## src/rtl/fetch_redirect_unit.sv

```systemverilog
// Fetch PC register and IF/ID register with jump/branch redirect and stall.
// In: clk, reset, Stall, redirect reqs/targets, Instruction. Out: PC, IF/ID, Flush, count.
module fetch_redirect_unit #(
  parameter logic [31:0] RESET_PC = 32'h0040_0000,
  parameter logic [31:0] NOP_WORD = 32'h0000_0000
) (
  input  logic        clk,
  input  logic        reset,
  input  logic        Stall,
  input  logic        ORForBranch,
  input  logic [31:0] BranchTarget,
  input  logic        Jump,
  input  logic [31:0] JumpTarget,
  input  logic        JumpRegister,
  input  logic [31:0] JRTarget,
  input  logic [31:0] Instruction,
  output logic [31:0] PC,
  output logic [31:0] IFID_Instruction,
  output logic [31:0] IFID_PCPlus4,
  output logic        IFID_Valid,
  output logic        Flush,
  output logic [15:0] RedirectCount
);

  logic [31:0] pc_q, pc_d;
  logic [31:0] ins_q, ins_d;
  logic [31:0] p4_q, p4_d;
  logic        vld_q, vld_d;
  logic [15:0] cnt_q, cnt_d;

  logic [31:0] pc_plus4;
  logic [31:0] tgt;
  logic        redir;

  assign pc_plus4 = pc_q + 32'd4;
  assign redir    = JumpRegister | Jump | ORForBranch;

  // Reset is sampled synchronously, so Flush is masked here as well.
  assign Flush = reset & ~Stall & redir;

  always_comb begin
    tgt = BranchTarget;
    if (JumpRegister) begin
      tgt = JRTarget;
    end else if (Jump) begin
      tgt = JumpTarget;
    end
  end

  always_comb begin
    pc_d  = pc_q;
    ins_d = ins_q;
    p4_d  = p4_q;
    vld_d = vld_q;
    cnt_d = cnt_q;
    if (Stall) begin
      pc_d = pc_q;
    end else if (redir) begin
      // Word-align the target; the fetched word is wrong-path.
      pc_d  = tgt & 32'hFFFF_FFFC;
      ins_d = NOP_WORD;
      p4_d  = pc_plus4;
      vld_d = 1'b0;
      cnt_d = cnt_q + 16'd1;
    end else begin
      pc_d  = pc_plus4;
      ins_d = Instruction;
      p4_d  = pc_plus4;
      vld_d = 1'b1;
    end
  end

  always_ff @(posedge clk) begin
    if (!reset) begin
      pc_q  <= RESET_PC;
      ins_q <= NOP_WORD;
      p4_q  <= 32'd0;
      vld_q <= 1'b0;
      cnt_q <= 16'd0;
    end else begin
      pc_q  <= pc_d;
      ins_q <= ins_d;
      p4_q  <= p4_d;
      vld_q <= vld_d;
      cnt_q <= cnt_d;
    end
  end

  assign PC               = pc_q;
  assign IFID_Instruction = ins_q;
  assign IFID_PCPlus4     = p4_q;
  assign IFID_Valid       = vld_q;
  assign RedirectCount    = cnt_q;

endmodule

```

## config.mk

```make
export PLATFORM = sky130hd
export DESIGN_NAME = fetch_redirect_unit
export DESIGN_NICKNAME = d
export VERILOG_FILES = /design/src/rtl/fetch_redirect_unit.sv
export SDC_FILE = /design/constraint.sdc
export NUM_CORES = 1
export LEC_CHECK = 0
export BUFFER_PORTS_ARGS = -buffer_cell sky130_fd_sc_hd__buf_2
export CAP_MARGIN = 20
export CORE_MARGIN = 4
export CORE_UTILIZATION = 35
export CTS_CLUSTER_SIZE = 25
export DETAILED_ROUTE_END_ITERATION = 10
export GPL_ROUTABILITY_DRIVEN = 0
export GPL_TIMING_DRIVEN = 0
export PLACE_DENSITY = 0.73
export SYNTH_ARGS = -nofsm -noshare
export SYNTH_HDL_FRONTEND = slang
export SYNTH_SLANG_ARGS = --single-unit
```

## constraint.sdc

```tcl
create_clock -name clk -period 4 [get_ports clk]
set_input_delay 0.4 -clock clk [delete_from_list [all_inputs] [get_ports clk]]
set_output_delay 0.4 -clock clk [all_outputs]
set_load 0.005 [all_outputs]
```

==> impl_metrics.yaml, run 1 <==
power:
  p_total_uw: 2480
  p_int_uw: 1750
  comb_power_share: 0.164
  p_switching_uw: 726
  vdd_drop_max_uv: 172
  seqPwrFrac: 0.475
  power_frac_clock: 0.361
  power_leakage_uw: 0.00345
  switching_share: 0.293
  p_per_area_mw_per_mm2: 324
clock_tree:
  clockBufferDepth: 2
  cts_setup_buffers: 0
  htreeDepth: 3
  cts_hold_buf: 0
  cts_tree: "yes"
  clk_latency_ns: 0.36
  cts_root_buf: "clkbuf_16"
  clk_pin_slew_worst_paths_ns: 0.07
  cts_buffers: 9
  clock_sinks: 109
  cts_resized: 0
setup_path:
  worstSetupStartpoint: "Stall"
  crit_top_cell: "clkbuf_1"
  cp.depth: 6
  crit_chain: "clkbuf_1 > clkbuf_1 > clkbuf_1 > buf_1 > nor3_1 > buf_2"
  worstSetupStartpointType: "input port"
  path_class: "in -> out"
  r2r_cells: 6
  r2r_start: "PC[2]"
  worst-endpoint-required_ns: 3.60
  end_kind: "output port"
  cp_num_buf_inv: 5
  crit_path_max_fanout: 10
  critPathTopFamily: "buffers and inverters"
  r2r_slack_ns: 1.47
  worstSetupEndpoint: "Flush"
  worstPathArrival_ns: 2.64
  slowest_delay_ns: 0.56
  cpMaxStageDelayCell: "clkbuf_1"
  r2r-end: "PC[30]"
route:
  drc: 0
  avgRoutedWirePerCell_um: 17.9
  vias_per_cell: 5.33
  drtAntennaViolNets: 0
  drt_first_pass_iters: 5
  drt_iter0_drc: 545
  vias: 6591
  drt_wl_total_um: 22100
final_layout:
  diodes: 0
  fin_nets: 1148
  drive_gt1_frac: 0.284
  fillCellCount: 1693
  regArea_sq_mm: 0.00218
  layout.cells.non_filler: 1237
  area_delta_synth_final_pct: 29.6
  multiInputGateArea_sq_mm: 0.00335
  final_cell_area_sq_mm: 0.00766
timing:
  rsz0062_at_grt: "no"
  setup_viol: 0
  final_max_slew_viol_count: 0
  fmax_ghz: 0.329
  slew-limit-headroom: 0.483
  min_period_ns: 3.04
  fin_crit_sh: 0.759
  worstMarginPinSlew_ns: 0.771
  setup_tns_ns: 0
  fin_worst_skew_ns: 0.00899
  finalHoldViolCount: 0
global_routing:
  grt_max_degree: 20
  first_global_vias: 5966
  grt_pass1_wl_um: 32600
  antenna_found_initial: 0
  globalRouteOverflowTotal: 0
  grt_usage: 0.223
synthesis:
  netlist.area_leader.share: 0.369
  yosysMostFrequentCell: "dfxtp_1"
  synthFlopType: "dfxtp_1"
  synth_area_sq_mm: 0.00591
  ys_seq_area_frac: 0.369
  ys_warn_count: 0
  ys_ff_latch: 109
  synth_edf_count: 0
  synth_cells: 764
  synth_async_sr_flop_share: 0
  ys_types: 55
  synth_area_leaders: "dfxtp_1 37%, o21ai_0 7.4%, a21oi_1 6.4%, nand2_1 4.8%, nor2_1 4.4%"
  yosys-top-cells-count: "109 x dfxtp_1, 87 x o21ai_0, 76 x a21oi_1, 76 x nand2_1, 69 x nor2_1"
  post-synth-top-area-cell: "dfxtp_1"
  syn_area_per_cell_sq_um: 7.73
placement:
  dp_hpwl_um: 17300
  port_buffers: 234
  dpl.cell_count: 1221
  placed_area_sq_mm: 0.00736
worst_hold_path:
  hold_path.class: "in -> reg"
job:
  maxCapViolCount: 0
die:
  placementRows: 47
  core_sq_mm: 0.0166
  dieArea_sq_mm: 0.0190
  start_util: 0.356
  fp.dieW_um: 138
  die_h_um: 138
  io_pins: 248
run_status:
  status: "finished clean"
==> stage by stage <==
step,worst slack (ns),util,hold slack [ns]
after floorplan,1.89,-,0.444
after CTS,0.942,0.462,0.349
after global routing,0.801,0.462,0.393
after global placement,0.924,0.444,0.437
after detailed placement,0.972,0.444,0.441
final,0.964,0.462,0.359
==> worst reg2reg max path: cells and delay by family, from the launching register on <==
family / cells / cell delay [ns]
simple gates: 4 / 1.33
fa+ha+maj: 1 / 0.35
flops: 1 / 0.49
compound gates: 1 / 0.26
==> final cells by class <==
type,instances,area share
Buffer,73,0.0464
Clock buffer,10,0.0312
Clock inverter,6,0.00703
Inverter,9,0.00441
Multi-Input combinational cell,576,0.437
Sequential cell,109,0.285
Tap cell,220,0.0360
Timing Repair Buffer,234,0.153
==> worst min-delay path by stage <==
stage	start	endpoint	slack [ns]	depth (start not counted)
after floorplan	IFID_PCPlus4[6]	IFID_PCPlus4[6]	0.44	2
after global placement	IFID_PCPlus4[6]	IFID_PCPlus4[6]	0.44	2
after detailed placement	IFID_PCPlus4[6]	IFID_PCPlus4[6]	0.44	2
after CTS	JRTarget[26]	PC[26]	0.35	3
after global routing	Instruction[28]	IFID_Instruction[28]	0.39	4
final	JRTarget[26]	PC[26]	0.36	3
==> layout by cell type, fill, tap and decap left out, types with 3 or more instances in the layout <==
master	netlist	final
buf_2	10	244
dfxtp_1	109	109
o21ai_0	87	87
a21oi_1	76	76
nand2_1	76	76
nor2_1	69	69
clkbuf_1	48	48
nand3_1	33	33
and3_1	22	22
xor2_1	22	22
and2_1	20	20
xnor2_1	18	18
a22oi_1	18	18
nand4_1	16	16
mux2i_1	16	16
nor3_1	12	12
a31oi_1	10	10
inv_1	9	9
clkbuf_16	0	9
nor4_1	8	8
and4_1	8	8
buf_4	6	6
o22ai_1	6	6
o211ai_1	5	5
a211oi_1	4	4
or3_1	4	4
conb_1	1	4
buf_1	3	3
buf_6	3	3
clkbuf_8	2	3
nand4_2	3	3
nor3b_1	3	3
nor2b_1	3	3
mux2_2	3	3
==> cell families (layout without fill, tap and decap cells) <==
| group | Yosys count | in the layout | synth area share |
|---|---|---|---|
| other | 1 | 4 | 0.000635 |
| adder cells (fa/ha/maj) | 2 | 2 | 0.00424 |
| AND/OR/NAND/NOR | 293 | 293 | 0.261 |
| flip-flops | 109 | 109 | 0.369 |
| AO/OA/AOI/OAI | 218 | 218 | 0.207 |
| XOR/XNOR | 40 | 40 | 0.0593 |
| multiplexers | 19 | 19 | 0.0328 |
| buffers and inverters | 82 | 332 | 0.0659 |
==> power groups by stage <==
stage	clock [uW]	combinational (uW)	sequential [uW]
2_1_floorplan	0	204	1200
5_1_grt	959	448	1180
3_3_place_gp	0	401	1200
4_1_cts	920	405	1180
6_report	895	406	1180
3_5_place_dp	0	403	1200
==> registers in the layout, summed over array words and instances (netlist names) <==
name and flops:
PC 30, RedirectCount 16, IFID_PCPlus4 30, IFID_Instruction 32, IFID_Valid 1
==> layer usage <==
| layer | track usage | vias up | part of all wire |
|---|---|---|---|
| li1 | - | 3201 | - |
| met1 | 0.289 | 2961 | 0.42 |
| met2 | 0.356 | 381 | 0.45 |
| met3 | 0.0581 | 48 | 0.098 |
| met4 | 0.0867 | 0 | 0.031 |
| met5 | 0 | - | 0 |
(Power assumes the default switching activity.)
==> run 2: changes to the inputs <==
- PLACE_DENSITY: 0.73 -> 0.75
- clock period: 4 -> 2.7 ns (I/O delays scaled with it)
==> run 2 against run 1 <==
Clock power increased by 50%. First-iteration DRC count up 8.6%. Final cell count did not move. Register-to-register slack worse by 1.3 ns. Critical path type unchanged. Power is 49% higher. Utilization is the same. Die area unchanged. Routed wire length rose by 0.26%. Final area unchanged. Non-clock buffer count stayed put. Largest power group unchanged. Sequential share of layout area unchanged. Worst hold slack worse by 0.13 ns.
==> impl_metrics.yaml, run 2 (synthesis gave the netlist of run 1 again) <==
run_status:
  status: "finished clean"
global_routing:
  first_global_vias: 6172
  globalRouteOverflowTotal: 0
  antenna_found_initial: 0
  grt_usage: 0.229
  grt_pass1_wl_um: 33400
  grt_max_degree: 18
final_layout:
  layout.cells.non_filler: 1237
  layout_common_cells: "244 x buf_2, 109 x dfxtp_1, 87 x o21ai_0, 76 x a21oi_1, 76 x nand2_1"
  fin_nets: 1148
  area_delta_synth_final_pct: 29.6
  largest_reg_flops: 32
  layout_commonest_cell: "buf_2"
  fillCellCount: 1728
  drive_gt1_frac: 0.283
  final_cell_area_sq_mm: 0.00766
  diodes: 0
die:
  dieArea_sq_mm: 0.0190
  placementRows: 47
  core_sq_mm: 0.0166
  die_h_um: 138
  start_util: 0.356
  fp.dieW_um: 138
  io_pins: 248
clock_tree:
  clockBufferDepth: 2
  clk_pin_slew_worst_paths_ns: 0.07
  cts_tree: "yes"
  clk_latency_ns: 0.36
  cts_buffers: 9
  cts_resized: 1
  cts_setup_buffers: 0
  clock_sinks: 109
  cts_hold_buf: 0
  cts_root_buf: "clkbuf_16"
  htreeDepth: 3
worst_hold_path:
  hold_path.class: "in -> reg"
timing:
  final_max_slew_viol_count: 0
  setup_viol: 0
  worstMarginPinSlew_ns: 0.778
  hold-worst-slack_ns: 0.229
  fin_worst_skew_ns: 0.00928
  setup_tns_ns: 0
  fin_crit_sh: 0.951
  finalHoldViolCount: 0
  min_period_ns: 2.57
  rsz0062_at_grt: "no"
  slew-limit-headroom: 0.477
  fmax_ghz: 0.390
  setup_ws_ns: 0.133
route:
  drtAntennaViolNets: 0
  drc: 0
  drt_first_pass_iters: 5
  avgRoutedWirePerCell_um: 17.9
  drt_wl_total_um: 22200
  vias: 6557
  drt_iter0_drc: 592
  vias_per_cell: 5.30
power:
  switching_share: 0.281
  p_int_uw: 2650
  comb_power_share: 0.163
  power_frac_clock: 0.364
  p_switching_uw: 1040
  p_per_area_mw_per_mm2: 482
  power_leakage_uw: 0.00344
  vdd_drop_max_uv: 296
  seqPwrFrac: 0.472
setup_path:
  worst-endpoint-required_ns: 2.43
  cp_num_buf_inv: 5
  slowest_delay_ns: 0.53
  crit_top_cell: "clkbuf_1"
  critPathTopFamily: "buffers and inverters"
  crit_path_max_fanout: 10
  cpMaxStageDelayCell: "clkbuf_1"
  crit_chain: "clkbuf_1 > clkbuf_1 > clkbuf_2 > buf_1 > nor3_1 > buf_2"
  path_class: "in -> out"
  worstSetupStartpointType: "input port"
  end_kind: "output port"
  worstPathArrival_ns: 2.30
placement:
  post-place-ws_ns: -0.0430
  port_buffers: 234
  dpl.cell_count: 1221
  placed_area_sq_mm: 0.00736
  dp_hpwl_um: 17400
job:
  maxCapViolCount: 0
[run 2: per-layer routing]
layer  up-vias  global-route usage  wire length (um)
met4         0               0.113               810
met5         -                   0                 0
met3        50              0.0570              2230
li1       3197                   -                 -
met1      2945               0.286              9010
met2       365               0.368             10100
[run 2: power groups by stage]
stage | combinational (uW) | clock [uW] | sequential [uW]
after floorplan | 303 | 0 | 1770
after global placement | 595 | 0 | 1780
after detailed placement | 598 | 0 | 1780
after CTS | 601 | 1380 | 1740
after global routing | 669 | 1440 | 1750
final | 602 | 1340 | 1740
[run 2: path summary, 6_finish.rpt]
kind / from / endpoint / slack (ns) / cells after the start
worst min-delay path: JRTarget[26] / PC[26] / 0.23 / 3
worst max register to register: PC[2] / PC[30] / 0.16 / 6
worst min register to register: IFID_PCPlus4[6] / IFID_PCPlus4[6] / 0.45 / 2
worst max-delay path: Stall / Flush / 0.13 / 6
[run 2: layout make-up]
type                            count  area (sq um)  area share
Clock inverter                      5          58.8     0.00768
Buffer                             73           357      0.0466
Sequential cell                   109          2180       0.285
Clock buffer                       11           233      0.0304
Timing Repair Buffer              234          1170       0.153
Tap cell                          220           275      0.0360
Inverter                            9          33.8     0.00441
Multi-Input combinational cell    576          3350       0.437
[run 2: worst register-to-register path, delay by kind of cell, from the launching register on]
family,cells,cell delay [ns]
simple gates,4,1.33
compound gates,1,0.26
flops,1,0.49
fa+ha+maj,1,0.35
[run 2: metrics by stage]
stage | utilization | total power (uW)
detailed placement | 0.444 | 2380
finish | 0.462 | 3690
global route | 0.462 | 3860
floorplan | - | 2080
global placement | 0.444 | 2370
CTS | 0.462 | 3720
==> run 3: changes to the inputs <==
--- a/constraint.sdc
+++ b/constraint.sdc
@@ -3,2 +3,2 @@
 set_output_delay 0.27 -clock clk [all_outputs]
-set_load 0.005 [all_outputs]
+set_load 0.1 [all_outputs]
==> run 3 against run 2 <==
Routed wire length shrank 1.4%. Die area did not move. Global-route usage is 0.78 points lower. Power is 19% higher. Sequential power barely moved. Register-to-register slack improved by 0.14 ns. Largest power group unchanged.
==> impl_metrics.yaml, run 3 (synthesis gave the netlist of run 1 again) <==
timing:
  hold-worst-slack_ns: 0.230
  finalHoldViolCount: 0
  fin_crit_sh: 0.891
  slew-limit-headroom: 0.467
  min_period_ns: 2.40
  fmax_ghz: 0.416
  setup_viol: 0
  fin_worst_skew_ns: 0.00823
  final_max_slew_viol_count: 0
  worstMarginPinSlew_ns: 0.796
  rsz0062_at_grt: "no"
die:
  placementRows: 47
  core_sq_mm: 0.0166
  start_util: 0.356
  fp.dieW_um: 138
  dieArea_sq_mm: 0.0190
  io_pins: 248
  die_h_um: 138
global_routing:
  grt_max_degree: 20
  first_global_vias: 5973
  globalRouteOverflowTotal: 0
  antenna_found_initial: 0
  grt_usage: 0.221
  grt_pass1_wl_um: 32600
power:
  vdd_drop_max_uv: 335
  p_int_uw: 2870
  power_leakage_uw: 0.00348
  seqPwrFrac: 0.396
  p_per_area_mw_per_mm2: 571
  switching_share: 0.350
  comb_power_share: 0.252
  power_frac_clock: 0.352
  p_switching_uw: 1540
placement:
  dpl.cell_count: 1221
  port_buffers: 234
  dp_hpwl_um: 17200
clock_tree:
  cts_root_buf: "clkbuf_16"
  clk_latency_ns: 0.36
  clock_sinks: 109
  clockBufferDepth: 2
  cts_buffers: 9
  clk_pin_slew_worst_paths_ns: 0.08
  htreeDepth: 3
  cts_tree: "yes"
final_layout:
  fin_nets: 1147
  diodes: 0
  layout_common_cells: "244 x buf_2, 103 x dfxtp_1, 87 x o21ai_0, 76 x a21oi_1, 76 x nand2_1"
  multiInputGateArea_sq_mm: 0.00335
  area_delta_synth_final_pct: 30.8
  largest_reg_flops: 32
  layout.cells.non_filler: 1236
  layout_commonest_cell: "buf_2"
  regArea_sq_mm: 0.00219
  drive_gt1_frac: 0.291
  fillCellCount: 1684
route:
  vias_per_cell: 5.30
  drc: 0
  drt_first_pass_iters: 5
  drtAntennaViolNets: 0
  drt_wl_total_um: 21900
  vias: 6547
  avgRoutedWirePerCell_um: 17.7
  drt_iter0_drc: 568
setup_path:
  worstPathArrival_ns: 2.65
  path_class: "reg -> reg"
  crit_chain: "ha_1 > nand4_2 > nor4_4 > nand4_2 > and3_1 > o31a_1"
  end_kind: "flip-flop"
  crit_path_max_fanout: 10
  worst-endpoint-required_ns: 2.95
  slowest_delay_ns: 0.62
  cpMaxStageDelayCell: "nor4_4"
  worstSetupStartpoint: "PC[2]"
  crit_top_cell: "nand4_2"
  worstSetupStartpointType: "flip-flop"
  r2r_start: "PC[2]"
run_status:
  status: "finished clean"
worst_hold_path:
  min_from: "JRTarget[20]"
  hold_path.class: "in -> reg"
job:
  maxCapViolCount: 0
[run 3: cell count changes in the layout (fill, tap and decap cells not counted), sizes merged]
cell	delta
bufinv	+2
clkinvlp	-2
clkbuf	-1
clkinv	+1
inv	-1
[run 3: area by class of cell]
| class | instances | area share |
|---|---|---|
| Sequential cell | 109 | 0.283 |
| Clock inverter | 5 | 0.0139 |
| Tap cell | 220 | 0.0356 |
| Multi-Input combinational cell | 576 | 0.434 |
| Timing Repair Buffer | 234 | 0.152 |
| Buffer | 72 | 0.0457 |
| Inverter | 9 | 0.00437 |
| Clock buffer | 11 | 0.0314 |
[run 3: per-layer routing]
metal	global-route usage	wire, um
met3	0.0461	2120
met5	0	0
met2	0.364	10100
met1	0.289	9160
met4	0.0741	522
[run 3: worst max-delay path, delay by kind of cell (launching register included)]
kind            cells  cell delay, ns
compound gates      1            0.27
fa+ha+maj           1            0.31
simple gates        4            1.32
flops               1            0.41
[run 3: power by group through the flow]
stage	registers, uW	clock network, uW	logic (uW)
floorplan	2250	0	333
global placement	1780	0	1100
detailed placement	1780	0	1110
CTS	1740	1580	1110
global route	1750	1620	1180
finish	1740	1550	1110
[run 3: worst paths after layout]
kind                      to  slack, ns  cells after the start
max                   PC[30]       0.30                      6
min                   PC[20]       0.23                      3
max reg2reg           PC[30]       0.30                      6
min reg2reg  IFID_PCPlus4[6]       0.45                      2
[run 3: through the flow]
| step | total power (uW) | utilization | setup slack, ns | setup TNS [ns] | cell area (sq um) |
|---|---|---|---|---|---|
| 2_1_floorplan | 2590 | - | 0.0174 | 0 | 5930 |
| 3_5_place_dp | 2890 | 0.445 | -0.249 | -0.249 | 7380 |
| 4_1_cts | 4430 | 0.466 | 0.306 | 0 | 7720 |
| 6_report | 4410 | 0.466 | 0.295 | 0 | 7720 |
| 5_1_grt | 4550 | 0.466 | 0.133 | 0 | 7720 |
| 3_3_place_gp | 2880 | 0.445 | -0.217 | -0.217 | 7380 |
[run 3: repair_timing]
action / CTS / global route
hold buffers: 0 / 0
gates resized for setup: 1 / 0
setup buffers: 0 / 0
endpoints found under the setup margin: 1 / 0
